--- config.mk ---
export PLATFORM = sky130hd
export DESIGN_NAME = vga_sync_monitor
export DESIGN_NICKNAME = d
export VERILOG_FILES = /design/src/rtl/vga_sync_monitor.sv
export SDC_FILE = /design/constraint.sdc
export NUM_CORES = 1
export LEC_CHECK = 0
export CORE_MARGIN = 5
export CORE_UTILIZATION = 25
export DETAILED_ROUTE_END_ITERATION = 8
export PLACE_DENSITY_LB_ADDON = 0.08
export SETUP_SLACK_MARGIN = 0.02
export SYNTH_ARGS = -nofsm -noshare
export SYNTH_HDL_FRONTEND = slang
export SYNTH_SLANG_ARGS = --single-unit
--- constraint.sdc ---
create_clock -name clk -period 10.1 [get_ports clk]
set_clock_uncertainty 0.15 [all_clocks]
set_input_delay 2.525 -clock clk [delete_from_list [all_inputs] [get_ports clk]]
set_output_delay 2.525 -clock clk [all_outputs]
set_load 0.02 [all_outputs]
--- src/rtl/vga_sync_monitor.sv ---
// Passive VGA timing monitor: measures HS/VS against the expected raster and reports lock, errors,
// active-area position and the number of non-black pixels per frame. State advances only on pix_ce.
module vga_sync_monitor #(
   parameter int H_ACTIVE = 640,
   parameter int H_FP     = 16,
   parameter int H_SYNC   = 96,
   parameter int H_BP     = 48,
   parameter int V_ACTIVE = 480,
   parameter int V_FP     = 10,
   parameter int V_SYNC   = 2,
   parameter int V_BP     = 33,
   parameter bit SYNC_POL = 1'b0
) (
   input  logic        clk,
   input  logic        rst,
   input  logic        pix_ce,
   input  logic        HS,
   input  logic        VS,
   input  logic [2:0]  R,
   input  logic [2:0]  G,
   input  logic [1:0]  B,
   input  logic        err_clr,
   output logic [10:0] hpos,
   output logic [10:0] vpos,
   output logic        de,
   output logic        locked,
   output logic [3:0]  err,
   output logic [15:0] frame_count,
   output logic [18:0] lit_count
);

   localparam logic [10:0] H_TOTAL_L = 11'(H_ACTIVE + H_FP + H_SYNC + H_BP);
   localparam logic [10:0] V_TOTAL_L = 11'(V_ACTIVE + V_FP + V_SYNC + V_BP);
   localparam logic [10:0] H_SYNC_L  = 11'(H_SYNC);
   localparam logic [10:0] V_SYNC_L  = 11'(V_SYNC);
   localparam logic [10:0] H_WIN_LO  = 11'(H_SYNC + H_BP);
   localparam logic [10:0] H_WIN_HI  = 11'(H_SYNC + H_BP + H_ACTIVE);
   localparam logic [10:0] V_WIN_LO  = 11'(V_SYNC + V_BP);
   localparam logic [10:0] V_WIN_HI  = 11'(V_SYNC + V_BP + V_ACTIVE);
   localparam logic [10:0] CNT_MAX   = 11'h7FF;

   typedef enum logic [1:0] {
      SEARCH  = 2'd0,
      MEASURE = 2'd1,
      LOCKED  = 2'd2
   } state_t;

   state_t      state_q, state_d;
   logic        hs_q, vs_line_q;
   logic [10:0] hcnt_q, hcnt_d;
   logic [10:0] vcnt_q, vcnt_d;
   logic [10:0] hsw_q, hsw_d;
   logic [10:0] vsw_q, vsw_d;
   logic        frame_err_q, frame_err_d;
   logic [3:0]  err_q, err_d, err_new;
   logic [15:0] fcnt_q, fcnt_d;
   logic [18:0] lit_acc_q, lit_acc_d;
   logic [18:0] lit_q, lit_d;
   logic [10:0] hpos_q, hpos_d;
   logic [10:0] vpos_q, vpos_d;
   logic        de_q, de_d;

   logic hs_now, vs_now, hs_rise, hs_fall, vs_rise, vs_fall;
   logic checking, in_win, lit_px;

   // Sync levels are normalised to "asserted"; VS edges are only recognised at HS assertions.
   assign hs_now   = (HS == SYNC_POL);
   assign vs_now   = (VS == SYNC_POL);
   assign hs_rise  = hs_now & ~hs_q;
   assign hs_fall  = ~hs_now & hs_q;
   assign vs_rise  = hs_rise & vs_now & ~vs_line_q;
   assign vs_fall  = hs_rise & ~vs_now & vs_line_q;
   assign checking = (state_q != SEARCH);

   always_comb begin
      hcnt_d = hcnt_q;
      vcnt_d = vcnt_q;
      hsw_d  = hsw_q;
      vsw_d  = vsw_q;
      if (hs_rise) begin
         hcnt_d = '0;
      end else if (hcnt_q != CNT_MAX) begin
         hcnt_d = hcnt_q + 11'd1;
      end
      if (hs_rise) begin
         hsw_d = 11'd1;
      end else if (hs_now && (hsw_q != CNT_MAX)) begin
         hsw_d = hsw_q + 11'd1;
      end
      if (vs_rise) begin
         vcnt_d = '0;
         vsw_d  = 11'd1;
      end else if (hs_rise) begin
         if (vcnt_q != CNT_MAX) begin
            vcnt_d = vcnt_q + 11'd1;
         end
         if (vs_now && (vsw_q != CNT_MAX)) begin
            vsw_d = vsw_q + 11'd1;
         end
      end
   end

   // Until the first VS assertion the counters hold partial data, so nothing is checked in SEARCH.
   always_comb begin
      err_new = '0;
      if (checking) begin
         if (hs_fall && (hsw_q != H_SYNC_L)) begin
            err_new[0] = 1'b1;
         end
         if (hs_rise && ((hcnt_q + 11'd1) != H_TOTAL_L)) begin
            err_new[1] = 1'b1;
         end
         if (!hs_rise && (hcnt_q == CNT_MAX)) begin
            err_new[1] = 1'b1;
         end
         if (vs_fall && (vsw_q != V_SYNC_L)) begin
            err_new[2] = 1'b1;
         end
         if (vs_rise && ((vcnt_q + 11'd1) != V_TOTAL_L)) begin
            err_new[3] = 1'b1;
         end
      end
   end

   always_comb begin
      state_d     = state_q;
      frame_err_d = frame_err_q | (|err_new);
      fcnt_d      = fcnt_q;
      case (state_q)
         SEARCH: begin
            frame_err_d = 1'b0;
            if (vs_rise) begin
               state_d = MEASURE;
            end
         end
         MEASURE: begin
            if (vs_rise) begin
               frame_err_d = 1'b0;
               if (!frame_err_q && (err_new == 4'd0)) begin
                  state_d = LOCKED;
                  fcnt_d  = fcnt_q + 16'd1;
               end
            end
         end
         LOCKED: begin
            if (vs_rise) begin
               fcnt_d      = fcnt_q + 16'd1;
               frame_err_d = 1'b0;
            end
            if (err_new != 4'd0) begin
               state_d = MEASURE;
            end
         end
         default: begin
            state_d = SEARCH;
         end
      endcase
   end

   // Window and position use the next-state counters so the registered outputs line up with hcnt/vcnt.
   assign in_win = (hcnt_d >= H_WIN_LO) && (hcnt_d < H_WIN_HI) &&
                   (vcnt_d >= V_WIN_LO) && (vcnt_d < V_WIN_HI);
   assign lit_px = in_win && ({R, G, B} != 8'd0);

   always_comb begin
      lit_acc_d = lit_acc_q;
      lit_d     = lit_q;
      hpos_d    = '0;
      vpos_d    = '0;
      de_d      = 1'b0;
      if (checking) begin
         if (vs_rise) begin
            lit_d     = lit_acc_q;
            lit_acc_d = '0;
         end else if (lit_px) begin
            lit_acc_d = lit_acc_q + 19'd1;
         end
      end
      if (in_win) begin
         hpos_d = hcnt_d - H_WIN_LO;
         vpos_d = vcnt_d - V_WIN_LO;
         de_d   = (state_d == LOCKED);
      end
      err_d = (err_clr ? 4'd0 : err_q) | err_new;
   end

   always_ff @(posedge clk or posedge rst) begin
      if (rst) begin
         state_q     <= SEARCH;
         hs_q        <= 1'b0;
         vs_line_q   <= 1'b0;
         hcnt_q      <= '0;
         vcnt_q      <= '0;
         hsw_q       <= '0;
         vsw_q       <= '0;
         frame_err_q <= 1'b0;
         err_q       <= '0;
         fcnt_q      <= '0;
         lit_acc_q   <= '0;
         lit_q       <= '0;
         hpos_q      <= '0;
         vpos_q      <= '0;
         de_q        <= 1'b0;
      end else if (pix_ce) begin
         state_q     <= state_d;
         hs_q        <= hs_now;
         if (hs_rise) begin
            vs_line_q <= vs_now;
         end
         hcnt_q      <= hcnt_d;
         vcnt_q      <= vcnt_d;
         hsw_q       <= hsw_d;
         vsw_q       <= vsw_d;
         frame_err_q <= frame_err_d;
         err_q       <= err_d;
         fcnt_q      <= fcnt_d;
         lit_acc_q   <= lit_acc_d;
         lit_q       <= lit_d;
         hpos_q      <= hpos_d;
         vpos_q      <= vpos_d;
         de_q        <= de_d;
      end
   end

   assign hpos        = hpos_q;
   assign vpos        = vpos_q;
   assign de          = de_q;
   assign locked      = (state_q == LOCKED);
   assign err         = err_q;
   assign frame_count = fcnt_q;
   assign lit_count   = lit_q;

endmodule

; After elaboration in Yosys (flattened, before gate mapping)
; Cells that the tools add are included.
[classes]
n_addsub = 8
order_cmp = 4
eq_ne = 15
n_mux = 33
bitwise = 12
n_reduce_logical = 32
[op_table]
columns = operator, count
row1 = 11-bit 2-to-1 mux, 12
row2 = 16-bit 2-to-1 mux, 3
row3 = "11-bit by 1-bit adder with 11-bit output, second input constant", 4
row4 = "11-bit != test, second input constant", 4
row5 = 19-bit 2-to-1 mux, 2
row6 = 16-bit one-hot mux with 2 select lines, 1
row7 = "11-bit by 10-bit < comparator with 1-bit output, second input constant", 2
row8 = "11-bit by 10-bit != test with 1-bit output, second input constant", 2
row9 = "19-bit by 1-bit adder with 19-bit output, second input constant", 1
row10 = "16-bit by 1-bit adder with 16-bit output, second input constant", 1
row11 = 1-bit logical AND, 12
row12 = 2-bit nonzero test, 6
row13 = "11-bit == test, second input constant", 1
row14 = "11-bit by 6-bit greater-or-equal comparator with 1-bit output, second input constant", 1
row15 = "11-bit by 8-bit greater-or-equal comparator with 1-bit output, second input constant", 1
row16 = "11-bit by 2-bit != test with 1-bit output, second input constant", 1
row17 = "11-bit by 7-bit != test with 1-bit output, second input constant", 1
row18 = "11-bit by 6-bit subtractor with 11-bit output, second input constant", 1
row19 = "11-bit by 8-bit subtractor with 11-bit output, second input constant", 1
row20 = 3-bit AND reduction, 3
row21 = 2-bit 2-to-1 mux, 4
row22 = 4-bit 2-to-1 mux, 2
row23 = 8-bit nonzero test, 1
row24 = 1-bit 2-to-1 mux, 7
row25 = 18 further kinds, 30
[totals]
register_bits = 130
inputBits = 14
out_inout_bits = 63
elab_cells = 119

; Depth between registers and ports, before layout
; Gate-level depths: netlist of run 1.
[depth]
ltp_word = 14
depth_mapped = 18
mapped_depth_nobuf = 15

; Worst setup path before layout of run 1
; No wires, ideal clock.
[synth_timing]
path_type = input -> register
from = input port HS
to = register lit_acc_q[3]
setup_time_ps = 79
arrival_time_ps = 5270
required_ps = 9871
setup_slack_ps = 4600
cell_stages = 16
path_buffers = 4
path_cell_list = nor2_1 buf_2 or3_1 inv_1 ha_1 nand3b_1 a211oi_1 o221ai_1 o211ai_1 and4_1 clkbuf_1 nor2_1 clkbuf_1 buf_2 nor4_1 mux2i_1
[synth_between]
word_cells_on_any_way = 18
classes_between = 4 x order compare / 4 x mux / 4 x bitwise / 6 x reduce/logical
[synth_rtl]
columns = item, line_no
row1 = from (decl), 17  ; input logic HS,
row2 = 1-bit NOT (*), 67  ; assign hs_now = (HS == SYNC_POL);
row3 = 1-bit bitwise AND (*), 69  ; assign hs_rise = hs_now & ~hs_q;
row4 = 11-bit 2-to-1 mux (*), 80  ; if (hs_rise) begin
row5 = net hcnt_d[4], 50  ; logic [10:0] hcnt_q, hcnt_d;
row6 = 11-bit by 8-bit greater-or-equal comparator with 1-bit output or 11-bit by 10-bit < comparator with 1-bit output (tied branches), 161  ; assign in_win = (hcnt_d >= H_WIN_LO) && (hcnt_d < H_WIN_HI) &&
row7 = 1-bit logical AND (*) (2 in series), 161
row8 = 1-bit logical AND (*), 162  ; (vcnt_d >= V_WIN_LO) && (vcnt_d < V_WIN_HI);
row9 = 1-bit logical AND (*), 163  ; assign lit_px = in_win && ({R, G, B} != 8'd0);
row10 = 2-bit nonzero test (no line) (*), --
row11 = 3-bit AND reduction (no line) (*), --
row12 = to (signal assigned), 217  ; lit_acc_q <= lit_acc_d;
row13 = to (decl), 57  ; logic [18:0] lit_acc_q, lit_acc_d;
; The timed path passes the listed nets; every way through them passes the cells marked *.
; A chain may end at the register's enable or synchronous reset.

; Worst setup path after layout of run 1
[layout_timing]
from = input port HS
to = register vpos_q[1], in the netlist vpos[1]
[layout_between]
elab_chain_cells = 9
word_cells_on_any_way = 16
classes_between = 1 x add/sub / 4 x order compare / 4 x mux / 4 x bitwise / 3 x reduce/logical
[layout_rtl]
columns = item, line_no
row1 = 1-bit NOT (*), 67
row2 = 1-bit bitwise AND (*), 69
row3 = 1-bit bitwise AND (2 in series), 71  ; assign vs_rise = hs_rise & vs_now & ~vs_line_q;
row4 = 11-bit 2-to-1 mux, 90  ; if (vs_rise) begin
row5 = 11-bit by 6-bit greater-or-equal comparator with 1-bit output, 162
row6 = 1-bit logical AND, 161
row7 = 1-bit logical AND, 162
row8 = 11-bit 2-to-1 mux (*), 179  ; if (in_win) begin
row9 = to (signal assigned), 220  ; vpos_q <= vpos_d;
row10 = to (decl), 60  ; logic [10:0] vpos_q, vpos_d;
; Every way passes the cells marked *; elsewhere a longest branch is shown, timed or not.

==> results of run 1 <==
==> cells in the mapped netlist, types with 11 or more instances <==
master,number
sky130_fd_sc_hd__a21oi_1,33
sky130_fd_sc_hd__and3_1,27
sky130_fd_sc_hd__buf_2,13
sky130_fd_sc_hd__clkbuf_1,31
sky130_fd_sc_hd__dfrtp_1,130
sky130_fd_sc_hd__ha_1,16
sky130_fd_sc_hd__inv_1,18
sky130_fd_sc_hd__mux2_2,11
sky130_fd_sc_hd__nand2_1,125
sky130_fd_sc_hd__nand2b_1,14
sky130_fd_sc_hd__nand3_1,34
sky130_fd_sc_hd__nand4_1,20
sky130_fd_sc_hd__nor2_1,59
sky130_fd_sc_hd__nor3_1,17
sky130_fd_sc_hd__o21ai_0,31
sky130_fd_sc_hd__o31ai_1,18
sky130_fd_sc_hd__or4_1,13
sky130_fd_sc_hd__xnor2_1,31
sky130_fd_sc_hd__xor2_1,15
==> stage by stage <==
step	power [mW]	instance area [um^2]	hold slack, ns	utilization (%)
5_1_grt	1.63	9160	0.349	30.9
3_3_place_gp	0.916	8560	0.312	28.9
6_report	1.53	9160	0.327	30.9
3_5_place_dp	0.908	8560	0.314	28.9
2_1_floorplan	0.810	7520	0.303	-
4_1_cts	1.56	9160	0.333	30.9
==> power by group <==
part | switching [mW] | internal [mW]
Clock | 0.237 | 0.401
Sequential | 0.0584 | 0.558
Combinational | 0.172 | 0.108
==> layout make-up <==
class	count	area, um^2	area share, %
repair buffers	84	821	8.96
clock buffers	23	468	5.11
well taps	390	488	5.33
clock inverters	9	130	1.42
flip-flops and latches	130	3250	35.5
multi-input cells	618	3930	42.9
inverters	18	72.6	0.792
==> layer usage <==
metal	vias up	track usage [%]
met2	114	20.1
li1	3069	-
met4	0	3.40
met3	18	2.99
met5	-	0
met1	3029	17.6
==> state kept, by name, indices dropped and copies added (netlist names), 2 cells and up <==
register / flops
err: 4
frame_count: 16
hcnt_q: 11
hpos: 11
hsw_q: 11
lit_acc_q: 19
lit_count: 19
state_q: 2
vcnt_q: 11
vpos: 11
vsw_q: 11
==> worst max-delay path, cell delays in order <==
cell and delay, ns:
sky130_fd_sc_hd__clkdlybuf4s50_1 0.48, sky130_fd_sc_hd__or2_1 0.53, sky130_fd_sc_hd__nor3_4 0.72, sky130_fd_sc_hd__a211oi_2 0.16, sky130_fd_sc_hd__nor4_4 0.40, sky130_fd_sc_hd__a311o_1 0.22, sky130_fd_sc_hd__o311a_1 0.91, sky130_fd_sc_hd__or3_1 0.83
sky130_fd_sc_hd__o2bb2ai_1 0.17
==> logic make-up (layout without fill, tap and decap cells) <==
| family | Yosys count | after routing | share of synthesized area (%) |
|---|---|---|---|
| buf+inv | 75 | 134 | 4.62 |
| simple gates | 362 | 362 | 24.5 |
| flops | 130 | 130 | 43.3 |
| fa+ha+maj | 16 | 16 | 2.66 |
| compound gates | 172 | 172 | 16.5 |
| xor+xnor | 46 | 46 | 5.36 |
| mux | 22 | 22 | 3.16 |
==> path summary, 6_finish.rpt <==
path,from,endpoint
min,lit_count[16]$_DFFE_PP0P_,lit_count[16]$_DFFE_PP0P_
max in group asynchronous,rst,hpos[10]$_DFFE_PP0P_
min reg2reg,lit_count[16]$_DFFE_PP0P_,lit_count[16]$_DFFE_PP0P_
max,HS,vpos[1]$_DFFE_PP0P_
min in group asynchronous,rst,hsw_q[7]$_DFFE_PP0P_
max reg2reg,vcnt_q[0]$_DFFE_PP0P_,vpos[1]$_DFFE_PP0P_
==> placed cells by master, fill, tap and decap left out, types with 4 or more instances in the layout <==
| cell type | netlist | routed |
|---|---|---|
| sky130_fd_sc_hd__a211oi_1 | 4 | 4 |
| sky130_fd_sc_hd__a21oi_1 | 33 | 33 |
| sky130_fd_sc_hd__a22o_1 | 6 | 6 |
| sky130_fd_sc_hd__a31oi_1 | 10 | 10 |
| sky130_fd_sc_hd__a41oi_1 | 4 | 4 |
| sky130_fd_sc_hd__and2_1 | 8 | 8 |
| sky130_fd_sc_hd__and3_1 | 27 | 27 |
| sky130_fd_sc_hd__and4_1 | 8 | 8 |
| sky130_fd_sc_hd__buf_4 | 5 | 8 |
| sky130_fd_sc_hd__clkbuf_1 | 31 | 4 |
| sky130_fd_sc_hd__clkbuf_16 | 0 | 17 |
| sky130_fd_sc_hd__clkdlybuf4s50_1 | 0 | 76 |
| sky130_fd_sc_hd__dfrtp_1 | 130 | 130 |
| sky130_fd_sc_hd__ha_1 | 16 | 16 |
| sky130_fd_sc_hd__inv_1 | 18 | 16 |
| sky130_fd_sc_hd__mux2_2 | 11 | 11 |
| sky130_fd_sc_hd__mux2i_1 | 10 | 10 |
| sky130_fd_sc_hd__nand2_1 | 125 | 125 |
| sky130_fd_sc_hd__nand2b_1 | 14 | 14 |
| sky130_fd_sc_hd__nand3_1 | 34 | 34 |
| sky130_fd_sc_hd__nand3b_1 | 5 | 5 |
| sky130_fd_sc_hd__nand4_1 | 20 | 20 |
| sky130_fd_sc_hd__nor2_1 | 59 | 59 |
| sky130_fd_sc_hd__nor3_1 | 17 | 16 |
| sky130_fd_sc_hd__nor4_1 | 10 | 10 |
| sky130_fd_sc_hd__o211ai_1 | 6 | 6 |
| sky130_fd_sc_hd__o21a_1 | 8 | 8 |
| sky130_fd_sc_hd__o21ai_0 | 31 | 31 |
| sky130_fd_sc_hd__o22ai_1 | 4 | 4 |
| sky130_fd_sc_hd__o2bb2ai_1 | 10 | 10 |
| sky130_fd_sc_hd__o31ai_1 | 18 | 18 |
| sky130_fd_sc_hd__or3_1 | 9 | 9 |
| sky130_fd_sc_hd__or4_1 | 13 | 13 |
| sky130_fd_sc_hd__xnor2_1 | 31 | 31 |
| sky130_fd_sc_hd__xor2_1 | 15 | 15 |
==> flow_results.xml, run 1 <==
<?xml version="1.0" encoding="UTF-8"?>
<metrics>
  <group name="place">
    <metric name="placed_cells" unit="">1240</metric>
    <metric name="dpl_worst_slack" unit="ns">2.64</metric>
    <metric name="place.gp.congestion" unit="">0.781</metric>
    <metric name="hpwlAfterDp" unit="um">14300</metric>
    <metric name="io_buffer_count" unit="">76</metric>
  </group>
  <group name="clocking">
    <metric name="ctsHoldBuffers" unit="">0</metric>
    <metric name="post_cts.resized_instances" unit="">0</metric>
    <metric name="clk_pin_slew" unit="ns">0.06</metric>
    <metric name="cts.root.buffer_cell" unit="">sky130_fd_sc_hd__clkbuf_16</metric>
    <metric name="ctsHtreeMaxLevel" unit="">4</metric>
    <metric name="max-clock-path-buffers" unit="">2</metric>
    <metric name="clock_insertion_delay_worst_skew" unit="ns">0.41</metric>
    <metric name="tritoncts_num_sinks" unit="">130</metric>
    <metric name="tritoncts" unit="">yes</metric>
    <metric name="cts_made_buffers" unit="">17</metric>
    <metric name="cts_setup_buffers" unit="">0</metric>
  </group>
  <group name="floorplanning">
    <metric name="fp.coreArea" unit="um^2">29600</metric>
    <metric name="top_level_ports" unit="">77</metric>
    <metric name="die_y" unit="um">183</metric>
    <metric name="starting_density" unit="%">25.4</metric>
    <metric name="placement_rows" unit="">63</metric>
    <metric name="dieArea" unit="um^2">33700</metric>
    <metric name="floorplan.die.width" unit="um">183</metric>
  </group>
  <group name="cells_and_area">
    <metric name="num_antenna_cells" unit="">0</metric>
    <metric name="nets" unit="">899</metric>
    <metric name="syn2layout_area_growth" unit="%">21.8</metric>
    <metric name="instances_no_fill" unit="">1272</metric>
    <metric name="drive_gt1_share" unit="%">7.82</metric>
    <metric name="final.fill_count" unit="">3135</metric>
  </group>
  <group name="drt">
    <metric name="route.detailed.wl_per_inst" unit="um">16.6</metric>
    <metric name="via_count" unit="">6230</metric>
    <metric name="drc_errors" unit="">0</metric>
    <metric name="topRoutingLayerUsed" unit="">met4</metric>
    <metric name="drtAntennaViolNets" unit="">0</metric>
    <metric name="post_drt_via_cell_ratio" unit="">4.90</metric>
    <metric name="wl_met1" unit="um">10400</metric>
    <metric name="postRouteWirelength" unit="um">21100</metric>
    <metric name="drtIter0Drc" unit="">317</metric>
    <metric name="route.met3.wl" unit="um">844</metric>
    <metric name="drt_pre_antenna_iters" unit="">5</metric>
    <metric name="detailroute.wirelength.met2" unit="um">9620</metric>
  </group>
  <group name="global_route">
    <metric name="grt_overflow_total" unit="">0</metric>
    <metric name="grt_first_pass_wirelength" unit="um">34900</metric>
    <metric name="grt_antenna_before_repair" unit="">0</metric>
    <metric name="largest_net_degree_at_the_start_of_global_routing" unit="">81</metric>
    <metric name="groute.usage.overall" unit="%">12.8</metric>
    <metric name="number_of_global_route_vias_before_repair" unit="">6260</metric>
  </group>
  <group name="worst_hold_path">
    <metric name="hold_path.class" unit="">flop to flop</metric>
    <metric name="hold-path-cell-count" unit="">2</metric>
  </group>
  <group name="setup_path">
    <metric name="cp.required" unit="ns">10.20</metric>
    <metric name="worst-r2r-setup-slack" unit="ns">5.19</metric>
    <metric name="end_kind" unit="">flop</metric>
    <metric name="worst-setup-path-type" unit="">input pin to flop</metric>
    <metric name="worstPathMaxFanout" unit="">33</metric>
    <metric name="critical_path_arrival" unit="ns">6.98</metric>
    <metric name="depth_of_the_worst_register_to_register_path" unit="">11</metric>
    <metric name="kind_of_start_point_of_the_critical_path" unit="">input pin</metric>
  </group>
  <group name="yosys">
    <metric name="post_synth_instance_area" unit="um^2">7520</metric>
    <metric name="synth_top_cells_by_area" unit="">sky130_fd_sc_hd__dfrtp_1, sky130_fd_sc_hd__nand2_1, sky130_fd_sc_hd__xnor2_1</metric>
    <metric name="synth.net_count" unit="">853</metric>
    <metric name="ys_dominant_reg_cell" unit="">sky130_fd_sc_hd__dfrtp_1</metric>
    <metric name="top_area_cell_type_share_of_the_netlist_area" unit="%">43.3</metric>
    <metric name="synthDominantAreaCellType" unit="">sky130_fd_sc_hd__dfrtp_1</metric>
    <metric name="synth_cells" unit="">823</metric>
    <metric name="synth_warnings" unit="">0</metric>
    <metric name="seq_total_area_yosys" unit="%">43.3</metric>
    <metric name="postSynthRegisterBits" unit="">130</metric>
    <metric name="synth-edff-count" unit="">0</metric>
    <metric name="ys_types" unit="">72</metric>
    <metric name="asyncSetResetFlopFracSynth" unit="%">100</metric>
    <metric name="synth_area_per_cell" unit="um^2">9.14</metric>
  </group>
  <group name="sta">
    <metric name="final.setup.tns" unit="ns">0</metric>
    <metric name="finalSetupViolCount" unit="">0</metric>
    <metric name="rsz0062_at_grt" unit="">false</metric>
    <metric name="finalWorstSetupSlack" unit="ns">3.22</metric>
    <metric name="timing.fmax" unit="GHz">0.145</metric>
    <metric name="layout_min_cycle_time" unit="ns">6.88</metric>
    <metric name="worst-slew-pin-transition" unit="ns">1.12</metric>
    <metric name="hold_viol_final" unit="">0</metric>
    <metric name="period_share" unit="%">68.1</metric>
    <metric name="drv_slew" unit="">0</metric>
    <metric name="timing.max_slew.rel_slack" unit="%">25.2</metric>
  </group>
  <group name="flow_run">
    <metric name="timing.max_cap.violations" unit="">0</metric>
  </group>
  <group name="outcome">
    <metric name="status" unit="">completed</metric>
  </group>
  <group name="power">
    <metric name="power.static_leakage" unit="nW">3.85</metric>
    <metric name="vdd_drop_max" unit="mV">0.0943</metric>
    <metric name="power_density" unit="nW/um^2">168</metric>
  </group>
</metrics>
Note: power is estimated with default switching activity, not from simulation.
==> run 2: changes to the inputs <==
==> constraint.sdc (replaced) <==
create_clock -name clk -period 6.6 [get_ports clk]
set_clock_uncertainty 0.15 [all_clocks]
set_input_delay 1.65 -clock clk [delete_from_list [all_inputs] [get_ports clk]]
set_output_delay 1.65 -clock clk [all_outputs]
set_load 0.02 [all_outputs]
==> run 2 against run 1 <==
Compared with the run above: sequential power is 53% higher; first-iteration DRC count fell by 8.2%; critical endpoint is now hpos[10]$_DFFE_PP0P_; largest power group unchanged; sequential share of layout area fell by 0.28 points; combinational power is 55% higher; count of clock-buffer cells in the layout shrank 5; highest routed layer unchanged; final cell count increased by 0.31%; critical path depth is 5 higher; worst setup slack worse by 2.1 ns; total power up 58%; sequential cell count unchanged; register-to-register slack lost 3.1 ns; final area rose by 0.79%.
==> flow_results.xml, run 2 (synthesized netlist as in run 1, its figures left out) <==
<?xml version="1.0" encoding="UTF-8"?>
<metrics>
  <group name="place">
    <metric name="io_buffer_count" unit="">76</metric>
    <metric name="dpl_worst_slack" unit="ns">0.729</metric>
    <metric name="hpwlAfterDp" unit="um">14600</metric>
    <metric name="place.gp.congestion" unit="">0.759</metric>
  </group>
  <group name="cells_and_area">
    <metric name="final_core_utilization" unit="%">31.1</metric>
    <metric name="layout_common_cells" unit="">sky130_fd_sc_hd__dfrtp_1, sky130_fd_sc_hd__nand2_1, sky130_fd_sc_hd__clkdlybuf4s50_1</metric>
    <metric name="layout.cells.most_common" unit="">sky130_fd_sc_hd__dfrtp_1</metric>
    <metric name="syn2layout_area_growth" unit="%">22.7</metric>
    <metric name="num_antenna_cells" unit="">0</metric>
    <metric name="final.fill_count" unit="">3154</metric>
    <metric name="nets" unit="">903</metric>
    <metric name="drive_gt1_share" unit="%">8.69</metric>
  </group>
  <group name="floorplanning">
    <metric name="floorplan.die.width" unit="um">183</metric>
    <metric name="top_level_ports" unit="">77</metric>
    <metric name="dieArea" unit="um^2">33700</metric>
    <metric name="starting_density" unit="%">25.4</metric>
    <metric name="die_y" unit="um">183</metric>
    <metric name="placement_rows" unit="">63</metric>
    <metric name="fp.coreArea" unit="um^2">29600</metric>
  </group>
  <group name="drt">
    <metric name="postRouteWirelength" unit="um">21600</metric>
    <metric name="drc_errors" unit="">0</metric>
    <metric name="post_drt_via_cell_ratio" unit="">4.89</metric>
    <metric name="drt_pre_antenna_iters" unit="">5</metric>
    <metric name="drtIter0Drc" unit="">291</metric>
    <metric name="route.detailed.wl_per_inst" unit="um">16.9</metric>
    <metric name="via_count" unit="">6244</metric>
    <metric name="drtAntennaViolNets" unit="">0</metric>
  </group>
  <group name="global_route">
    <metric name="groute.usage.overall" unit="%">13.1</metric>
    <metric name="grt_first_pass_wirelength" unit="um">35600</metric>
    <metric name="grt_overflow_total" unit="">0</metric>
    <metric name="grt_antenna_before_repair" unit="">0</metric>
    <metric name="largest_net_degree_at_the_start_of_global_routing" unit="">97</metric>
    <metric name="number_of_global_route_vias_before_repair" unit="">6352</metric>
  </group>
  <group name="outcome">
    <metric name="status" unit="">completed</metric>
  </group>
  <group name="setup_path">
    <metric name="cp_slowest_stage_delay" unit="ns">0.69</metric>
    <metric name="worstPathMaxFanout" unit="">18</metric>
    <metric name="cp_cell_sequence" unit="">clkdlybuf4s50_1 &gt; nor2_1 &gt; buf_4 &gt; or3_1 &gt; inv_1 &gt; ha_1 &gt; nand3b_1 &gt; a211oi_1 &gt; o221ai_1 &gt; o211ai_1 &gt; and4_1 &gt; nor2_1 &gt; or3_1 &gt; o41ai_2</metric>
    <metric name="cp.required" unit="ns">6.76</metric>
    <metric name="critical_path_arrival" unit="ns">5.66</metric>
    <metric name="crit_path_slowest_cell" unit="">sky130_fd_sc_hd__or3_1</metric>
    <metric name="worst-setup-path-type" unit="">input pin to flop</metric>
    <metric name="kind_of_start_point_of_the_critical_path" unit="">input pin</metric>
    <metric name="end_kind" unit="">flop</metric>
  </group>
  <group name="clocking">
    <metric name="ctsHtreeMaxLevel" unit="">4</metric>
    <metric name="max-clock-path-buffers" unit="">2</metric>
    <metric name="cts.root.buffer_cell" unit="">sky130_fd_sc_hd__clkbuf_16</metric>
    <metric name="tritoncts_num_sinks" unit="">130</metric>
    <metric name="tritoncts" unit="">yes</metric>
    <metric name="clk_pin_slew" unit="ns">0.07</metric>
    <metric name="clock_insertion_delay_worst_skew" unit="ns">0.43</metric>
    <metric name="cts_setup_buffers" unit="">0</metric>
    <metric name="cts_made_buffers" unit="">17</metric>
    <metric name="ctsHoldBuffers" unit="">0</metric>
    <metric name="post_cts.resized_instances" unit="">0</metric>
  </group>
  <group name="power">
    <metric name="vdd_drop_max" unit="mV">0.169</metric>
    <metric name="power.static_leakage" unit="nW">3.89</metric>
    <metric name="power_density" unit="nW/um^2">263</metric>
  </group>
  <group name="flow_run">
    <metric name="timing.max_cap.violations" unit="">0</metric>
  </group>
  <group name="sta">
    <metric name="timing.fmax" unit="GHz">0.182</metric>
    <metric name="final.hold.worst_slack" unit="ns">0.324</metric>
    <metric name="drv_slew" unit="">0</metric>
    <metric name="period_share" unit="%">83.3</metric>
    <metric name="timing.max_slew.rel_slack" unit="%">25.7</metric>
    <metric name="worst-slew-pin-transition" unit="ns">1.11</metric>
    <metric name="final.setup.tns" unit="ns">0</metric>
    <metric name="hold_viol_final" unit="">0</metric>
    <metric name="layout_min_cycle_time" unit="ns">5.50</metric>
    <metric name="finalSetupViolCount" unit="">0</metric>
    <metric name="rsz0062_at_grt" unit="">false</metric>
    <metric name="finalWorstSetupSlack" unit="ns">1.10</metric>
  </group>
  <group name="worst_hold_path">
    <metric name="hold_path.class" unit="">flop to flop</metric>
  </group>
</metrics>
==> run 2: worst max-delay path, delay by kind of cell <==
| family | cells | cell delay, ns |
|---|---|---|
| compound gates | 4 | 1.22 |
| buf+inv | 3 | 0.86 |
| simple gates | 6 | 1.78 |
| fa+ha+maj | 1 | 0.14 |
==> run 2: final timing paths <==
| kind | from | endpoint | slack, ns | cells past startpoint |
|---|---|---|---|---|
| hold / removal | lit_count[16]$_DFFE_PP0P_ | lit_count[16]$_DFFE_PP0P_ | 0.32 | 2 |
| max in group asynchronous | rst | hcnt_q[0]$_DFFE_PP0P_ | 3.58 | 3 |
| setup reg to reg | hcnt_q[0]$_DFFE_PP0P_ | hpos[10]$_DFFE_PP0P_ | 2.10 | 14 |
| hold reg to reg | lit_count[16]$_DFFE_PP0P_ | lit_count[16]$_DFFE_PP0P_ | 0.32 | 2 |
| setup / recovery | HS | hpos[10]$_DFFE_PP0P_ | 1.10 | 14 |
| min in group asynchronous | rst | hsw_q[5]$_DFFE_PP0P_ | 1.66 | 2 |
==> run 2: area by class of cell <==
cell class	instances	area [um^2]	share of cell area [%]
clock buffer	18	439	4.76
clock inverter	14	201	2.18
inverter	18	72.6	0.786
multi-input combinational	618	3930	42.5
sequential	130	3250	35.2
tap	390	488	5.29
timing repair buffer	88	851	9.22
==> run 2: routing by layer <==
layer	track usage, %	wire length, um
met1	18.3	10700
met2	20.5	9880
met3	2.79	807
met4	3.78	273
met5	0	0
==> run 2: where the power goes <==
group / leakage (nW) / internal [mW] / switching [mW]
Sequential: 1.79 / 0.853 / 0.0901
Clock: 0.308 / 0.649 / 0.402
Combinational: 1.79 / 0.167 / 0.266
Total: 3.89 / 1.67 / 0.758
==> run 2: stage by stage <==
stage	area [um^2]	total power, mW	cells
2_1_floorplan	7520	1.24	823
3_3_place_gp	8590	1.41	1244
3_5_place_dp	8590	1.39	1244
4_1_cts	9230	2.47	1276
5_1_grt	9230	2.56	1276
6_report	9230	2.43	1276
